File: config.mk
export PLATFORM = sky130hd
export DESIGN_NAME = alu_arbiter
export DESIGN_NICKNAME = d
export VERILOG_FILES = /design/src/rtl/alu_arbiter.sv
export SDC_FILE = /design/constraint.sdc
export NUM_CORES = 1
export LEC_CHECK = 0
export CAP_MARGIN = 20
export CORE_AREA = 2 2 121 123
export CTS_BUF_LIST = sky130_fd_sc_hd__clkbuf_2 sky130_fd_sc_hd__clkbuf_4 sky130_fd_sc_hd__clkbuf_8
export CTS_CLUSTER_DIAMETER = 120
export DETAILED_ROUTE_END_ITERATION = 10
export DIE_AREA = 0 0 123 125
export PLACE_DENSITY = 0.79
export SYNTH_ARGS = -nofsm -noshare
export SYNTH_HDL_FRONTEND = slang
export SYNTH_SLANG_ARGS = --single-unit
File: constraint.sdc
create_clock -name clk -period 2.7 [get_ports clk]
set_clock_uncertainty 0.2 [all_clocks]
set_input_delay 0.27 -clock clk [delete_from_list [all_inputs] [get_ports clk]]
set_output_delay 0.27 -clock clk [all_outputs]
set_load 0.05 [all_outputs]
File: src/rtl/alu_arbiter.sv
// Two-port round-robin arbiter that shares one ALU between two requesters.
// One operation in flight: IDLE (arbitrate) -> EXEC (ALU evaluates) -> RESP (handshake).
module alu_arbiter #(
  parameter int unsigned DataW = 32,
  parameter int unsigned CtrlW = 4
) (
  input  logic             clk,
  input  logic             rst_n,
  input  logic             req0_valid_i,
  output logic             req0_ready_o,
  input  logic [DataW-1:0] req0_a_i,
  input  logic [DataW-1:0] req0_b_i,
  input  logic [CtrlW-1:0] req0_op_i,
  input  logic             req1_valid_i,
  output logic             req1_ready_o,
  input  logic [DataW-1:0] req1_a_i,
  input  logic [DataW-1:0] req1_b_i,
  input  logic [CtrlW-1:0] req1_op_i,
  output logic             rsp0_valid_o,
  input  logic             rsp0_ready_i,
  output logic [DataW-1:0] rsp0_data_o,
  output logic             rsp0_zero_o,
  output logic             rsp1_valid_o,
  input  logic             rsp1_ready_i,
  output logic [DataW-1:0] rsp1_data_o,
  output logic             rsp1_zero_o,
  output logic [DataW-1:0] alu_in_1_o,
  output logic [DataW-1:0] alu_in_2_o,
  output logic [CtrlW-1:0] alu_ctrl_o,
  input  logic [DataW-1:0] alu_out_i,
  input  logic             alu_zero_i
);

  typedef enum logic [1:0] {StIdle, StExec, StResp} state_e;

  state_e           state_q, state_d;
  logic             last_grant_q, last_grant_d;
  logic             owner_q, owner_d;
  logic [DataW-1:0] alu_a_q, alu_a_d;
  logic [DataW-1:0] alu_b_q, alu_b_d;
  logic [CtrlW-1:0] alu_ctrl_q, alu_ctrl_d;
  logic [DataW-1:0] result_q, result_d;
  logic             zero_q, zero_d;
  logic             grant0, grant1;

  // On a tie the port that did not win last time is served.
  assign grant0 = req0_valid_i & (~req1_valid_i | last_grant_q);
  assign grant1 = req1_valid_i & (~req0_valid_i | ~last_grant_q);

  always_comb begin
    state_d      = state_q;
    last_grant_d = last_grant_q;
    owner_d      = owner_q;
    alu_a_d      = alu_a_q;
    alu_b_d      = alu_b_q;
    alu_ctrl_d   = alu_ctrl_q;
    result_d     = result_q;
    zero_d       = zero_q;
    req0_ready_o = 1'b0;
    req1_ready_o = 1'b0;
    rsp0_valid_o = 1'b0;
    rsp1_valid_o = 1'b0;
    unique case (state_q)
      StIdle: begin
        req0_ready_o = grant0;
        req1_ready_o = grant1;
        if (grant0) begin
          alu_a_d      = req0_a_i;
          alu_b_d      = req0_b_i;
          alu_ctrl_d   = req0_op_i;
          owner_d      = 1'b0;
          last_grant_d = 1'b0;
          state_d      = StExec;
        end else if (grant1) begin
          alu_a_d      = req1_a_i;
          alu_b_d      = req1_b_i;
          alu_ctrl_d   = req1_op_i;
          owner_d      = 1'b1;
          last_grant_d = 1'b1;
          state_d      = StExec;
        end
      end
      StExec: begin
        result_d = alu_out_i;
        zero_d   = alu_zero_i;
        state_d  = StResp;
      end
      StResp: begin
        rsp0_valid_o = ~owner_q;
        rsp1_valid_o = owner_q;
        if (owner_q ? rsp1_ready_i : rsp0_ready_i) begin
          state_d = StIdle;
        end
      end
      default: state_d = StIdle;
    endcase
  end

  always_ff @(posedge clk or negedge rst_n) begin
    if (!rst_n) begin
      state_q      <= StIdle;
      last_grant_q <= 1'b1;
      owner_q      <= 1'b0;
      alu_a_q      <= '0;
      alu_b_q      <= '0;
      alu_ctrl_q   <= '0;
      result_q     <= '0;
      zero_q       <= 1'b0;
    end else begin
      state_q      <= state_d;
      last_grant_q <= last_grant_d;
      owner_q      <= owner_d;
      alu_a_q      <= alu_a_d;
      alu_b_q      <= alu_b_d;
      alu_ctrl_q   <= alu_ctrl_d;
      result_q     <= result_d;
      zero_q       <= zero_d;
    end
  end

  assign alu_in_1_o  = alu_a_q;
  assign alu_in_2_o  = alu_b_q;
  assign alu_ctrl_o  = alu_ctrl_q;
  // Both response ports present the shared result; only valid qualifies them.
  assign rsp0_data_o = result_q;
  assign rsp1_data_o = result_q;
  assign rsp0_zero_o = zero_q;
  assign rsp1_zero_o = zero_q;

endmodule

======== After elaboration in Yosys (flattened, before gate mapping) ========
Index checks and enable logic that the tools add are counted.
word-level totals
  bits in registers ....................... 105
  input bits .............................. 175
  output and inout bits ................... 138
  logic and storage cells ................. 41
operators by class
  eq/ne operators ......................... 4
  mux-type cells .......................... 17
  bitwise gates (word level) .............. 8
  reductions and logical operators ........ 4
operators with widths
  cell                                                 number
  two-way mux 32 bit                                   4
  two-way mux 4 bit                                    2
  two-way mux 1 bit                                    7
  two-way mux 2 bit                                    3
  case mux 2 bit (3 select lines)                      1
  NOT 1 bit                                            4
  AND reduction 2 bit                                  2
  inequality test 3 bit, second input constant         1
  bitwise AND 1 bit                                    2
  equality test 2 x 1 -> 1 bit, second input constant  1
  equality test 2 bit, second input constant           1
  logical NOT 2 bit                                    1
  inequality test 2 bit, second input constant         1
  OR 1 bit                                             2
  nonzero test 2 bit                                   1

======== Depth between registers and ports, before layout ========
  depth after elaboration ................. 6
  gate-level depth with buffers ........... 7
  depth with buffers taken out ............ 3

======== Least setup slack after synthesis ========
OpenSTA, ideal clock, no wires.
  path type ............................... flip-flop to output port
  start point ............................. register last_grant_q
  end point ............................... output port req0_ready_o
  arrival ................................. 1.960 ns
  data required time ...................... 2.230 ns
  setup slack ............................. 0.270 ns
  cell stages (with the launch flop) ...... 4
  buffers on the path ..................... 1
  cell sequence ........................... dfstp_2 > and2b_1 > clkbuf_1 > nor3_1
between the ends
  word-level cells in the longest chain between the ends .. 3
ends and longest elaborated chain
  element                   RTL line  RTL
  start: declaration        37        logic last_grant_q, last_grant_d;
  start signal: assignment  111       last_grant_q <= last_grant_d;
  OR 1 bit                  47        assign grant0 = req0_valid_i & (~req1_valid_i | last_grant_q);
  bitwise AND 1 bit         47
  two-way mux 1 bit         63        unique case (state_q)
  end: declaration          10        output logic req0_ready_o,
No other way between the ends.

======== Worst setup path after layout ========
  start point ............................. register state_q[0]
  end point ............................... output port rsp0_valid_o
between the ends
  word-level cells in the longest chain between the ends .. 2
ends and longest elaborated chain
  element                   RTL line  RTL
  start: declaration        36        state_e state_q, state_d;
  start signal: assignment  101       state_q <= StIdle;
  start signal: assignment  110       state_q <= state_d;
  equality test 2 bit       63
  two-way mux 1 bit         63
  end: declaration          19        output logic rsp0_valid_o,
No other way between the ends.

==> results.md <==
* Routed Antenna Nets at 0
* Count of routing violations after the opening detailed-route iteration at 310
* Clock buffers created by TritonCTS at 9
* Slowest library cell on the worst path: clkdlybuf4s50_1
* DRC violation count after routing at 0
* EDFF count, synth at 0
* Slew headroom at 51.0%
* Pin count of the biggest net entering global routing at 69
* Share of the yosys chip area belonging to registers at 50.9%
* Total wire length at 18,200 um
* Number of nets in the layout at 946
* Antenna violations before repair at 0
* Final critical delay including setup and external delays at 2470 ps
* Die X-Extent at 123 um
* #FFs+latches synth at 105
* Critical path endpoint category: primary output
* Clk_lat worst skew at 360 ps
* Worst setup slack before clock tree synthesis at 628 ps
* Placed Instances at 943
* Number of rows in the core area at 44
* Starting Density at 36.4%
* CTS Root Buffer Type: clkbuf_8
* Via count at 5,217
* Total die area at 15,400 um^2
* Final period util at 91.4%
* Routed wirelength normalized by instance count at 18.9 um
* Power density of the placed cells at 1480 nW/um^2
* Final slew viol count at 0
* Overall routing resource usage at 23.0%
* Library cells used by synthesis at 24
* Total Power Consumption at 12.4 mW
* Arrival time at the worst endpoint at 2000 ps
* Vias in the first global route at 5,136
* CTS H-tree lvls at 3
* Share of final-layout standard cells stronger than drive strength 1 at 12.5%
* Vertical die dimension at 125 um
* Cts hold-fix bufs at 1
* Cell with the most instances after synthesis: dfrtp_1
* Pleak at 3.19 nW
* Final global-route overflow total at 0
* Quantity of I/O buffers inserted on ports at 312
* Bufs on Longest Clock Path at 2
* Final design area excluding fillers at 8380 um^2
* Resize count post-CTS at 0
* Post-detailed-placement half-perimeter wirelength at 13,000 um
* Hold Crit Class: primary input to register
* Cell taking the most area after synthesis: dfrtp_1
* Final Non-Filler Cells at 960
* Placed Area at 8140 um^2
* Clock slew at reported path FFs at 100 ps
* Total clock sinks at 105
* Setup repair after global routing missed its margin: false
* Highest attainable clock frequency at 405 MHz
* Number of top-level pins at 313
* Routability cong. at 0.794
* Async set or reset register ratio after synthesis at 100%
* Launching element type of the critical path: register
* Number of post-CTS setup repair buffers at 0
* TritonCTS clock tree: done
* Most used flip-flop cell after synthesis: dfrtp_1
* Detailed Routing Iterations Pass 1 at 4
* Peak supply drop at 0.555 mV
* Final hold violation count at 0
* Total of max-cap violations at 0
* Outcome: finished clean
* Mapped cell area at 5170 um^2
* Kind of critical path: register to primary output
* Mean number of vias per cell at 5.43
* Area contributors post-synth: dfrtp_1 50%, a31oi_1 8.2%, mux2_2 7.4%
* Top cells by count, synth: 104 x dfrtp_1, 69 x nand3_1, 68 x a31oi_1
* Cell-by-cell trace of the critical path: nand2b_1 > nor2_1 > clkdlybuf4s50_1
* Syn. warnings at 0
* Mean post-synth cell area at 9.92 um^2
* Proportion of netlist area held by the largest area contributor at 50.4%
* CP peak stage delay at 820 ps
* Slew at the pin closest to its max-slew limit at 734 ps
* Post-Synthesis Net Count at 696
* Final-layout fill cell count at 1,156
* Final setup violation count at 0
* Floorplan core area at 14,200 um^2
* Crit path setup slack, layout at 233 ps
* Wire length of the first global-routing pass at 27,500 um
* Area growth from synthesis to final layout at 62.2%
* Antenna diode instance count at 0
* Setup Total Neg Slack at 0 ps
* Critical path peak fanout at 4
* Instance count of the mapped netlist at 521
* CP Data Required Time at 2230 ps
-- sequential cells by signal, summed over array words and instances (netlist names) --
name and cells:
alu_ctrl_o 4, alu_in_1_o 32, alu_in_2_o 32, last_grant_q 1
owner_q 1, rsp0_data_o 32, rsp0_zero_o 1, state_q 2
-- layout by cell type, fill, tap and decap left out, types with 10 or more instances in the layout --
master,instances
a21oi_2,20
clkdlybuf4s50_1,308
mux2_2,34
nand3_1,69
buf_4,15
dfrtp_1,104
clkbuf_8,10
o21ai_0,66
a31oi_1,68
a21oi_1,48
-- report_power, final --
part           internal [mW]  switching [mW]  leakage (nW)
logic                   2.80            5.55          1.89
clock network          0.571           0.529         0.114
registers               2.39           0.586          1.19
-- cell families after synthesis --
| group | count (synthesis) | share of synthesized area [%] |
|---|---|---|
| compound gates | 207 | 23.1 |
| flops | 105 | 50.9 |
| buf+inv | 92 | 10.5 |
| simple gates | 83 | 8.09 |
| mux | 34 | 7.41 |
-- per-stage QoR --
stage	hold WS (ps)	utilization, %
2_1_floorplan	-226	-
3_3_place_gp	-88.5	57.3
3_5_place_dp	-90.2	57.3
4_1_cts	37.1	59.0
5_1_grt	50.3	59.0
6_report	63.5	59.0
-- path summary, 6_finish.rpt --
check                                    startpoint                           to  slack [ps]  cells after the start
max in group asynchronous                     rst_n  rsp0_data_o[21]$_DFFE_PN0N_        1490                      3
max reg2reg                  state_q[0]$_DFFE_PN0P_   alu_in_1_o[19]$_DFFE_PN0P_         820                      4
min reg2reg                last_grant_q$_DFFE_PN1P_     last_grant_q$_DFFE_PN1P_         310                      2
max                          state_q[0]$_DFFE_PN0P_                 rsp0_valid_o         230                      3
min                                    req0_valid_i   alu_in_2_o[24]$_DFFE_PN0P_          60                      3
min in group asynchronous                     rst_n   alu_in_1_o[12]$_DFFE_PN0P_          70                      2
-- worst max-delay path: cells and delay by family, from the launching register on --
kind | cells | cell delay, ps
simple gates | 2 | 360
buf+inv | 1 | 820
flops | 1 | 440
-- layer usage --
metal | wire (um) | GRT usage (%)
met5 | 0 | 0
met2 | 8950 | 39.0
met3 | 1620 | 6.34
met1 | 6870 | 26.6
met4 | 732 | 10.7
-- area by class of cell --
| class | count | area (um^2) | share of cell area (%) |
|---|---|---|---|
| sequential | 105 | 2630 | 31.4 |
| clock buffer | 12 | 153 | 1.82 |
| timing repair buffer | 328 | 3270 | 39.0 |
| inverter | 3 | 11.3 | 0.134 |
| clock inverter | 4 | 76.3 | 0.910 |
| multi-input combinational | 324 | 2010 | 24.0 |
| tap | 184 | 230 | 2.75 |
Note: power is estimated with default switching activity, not from simulation.
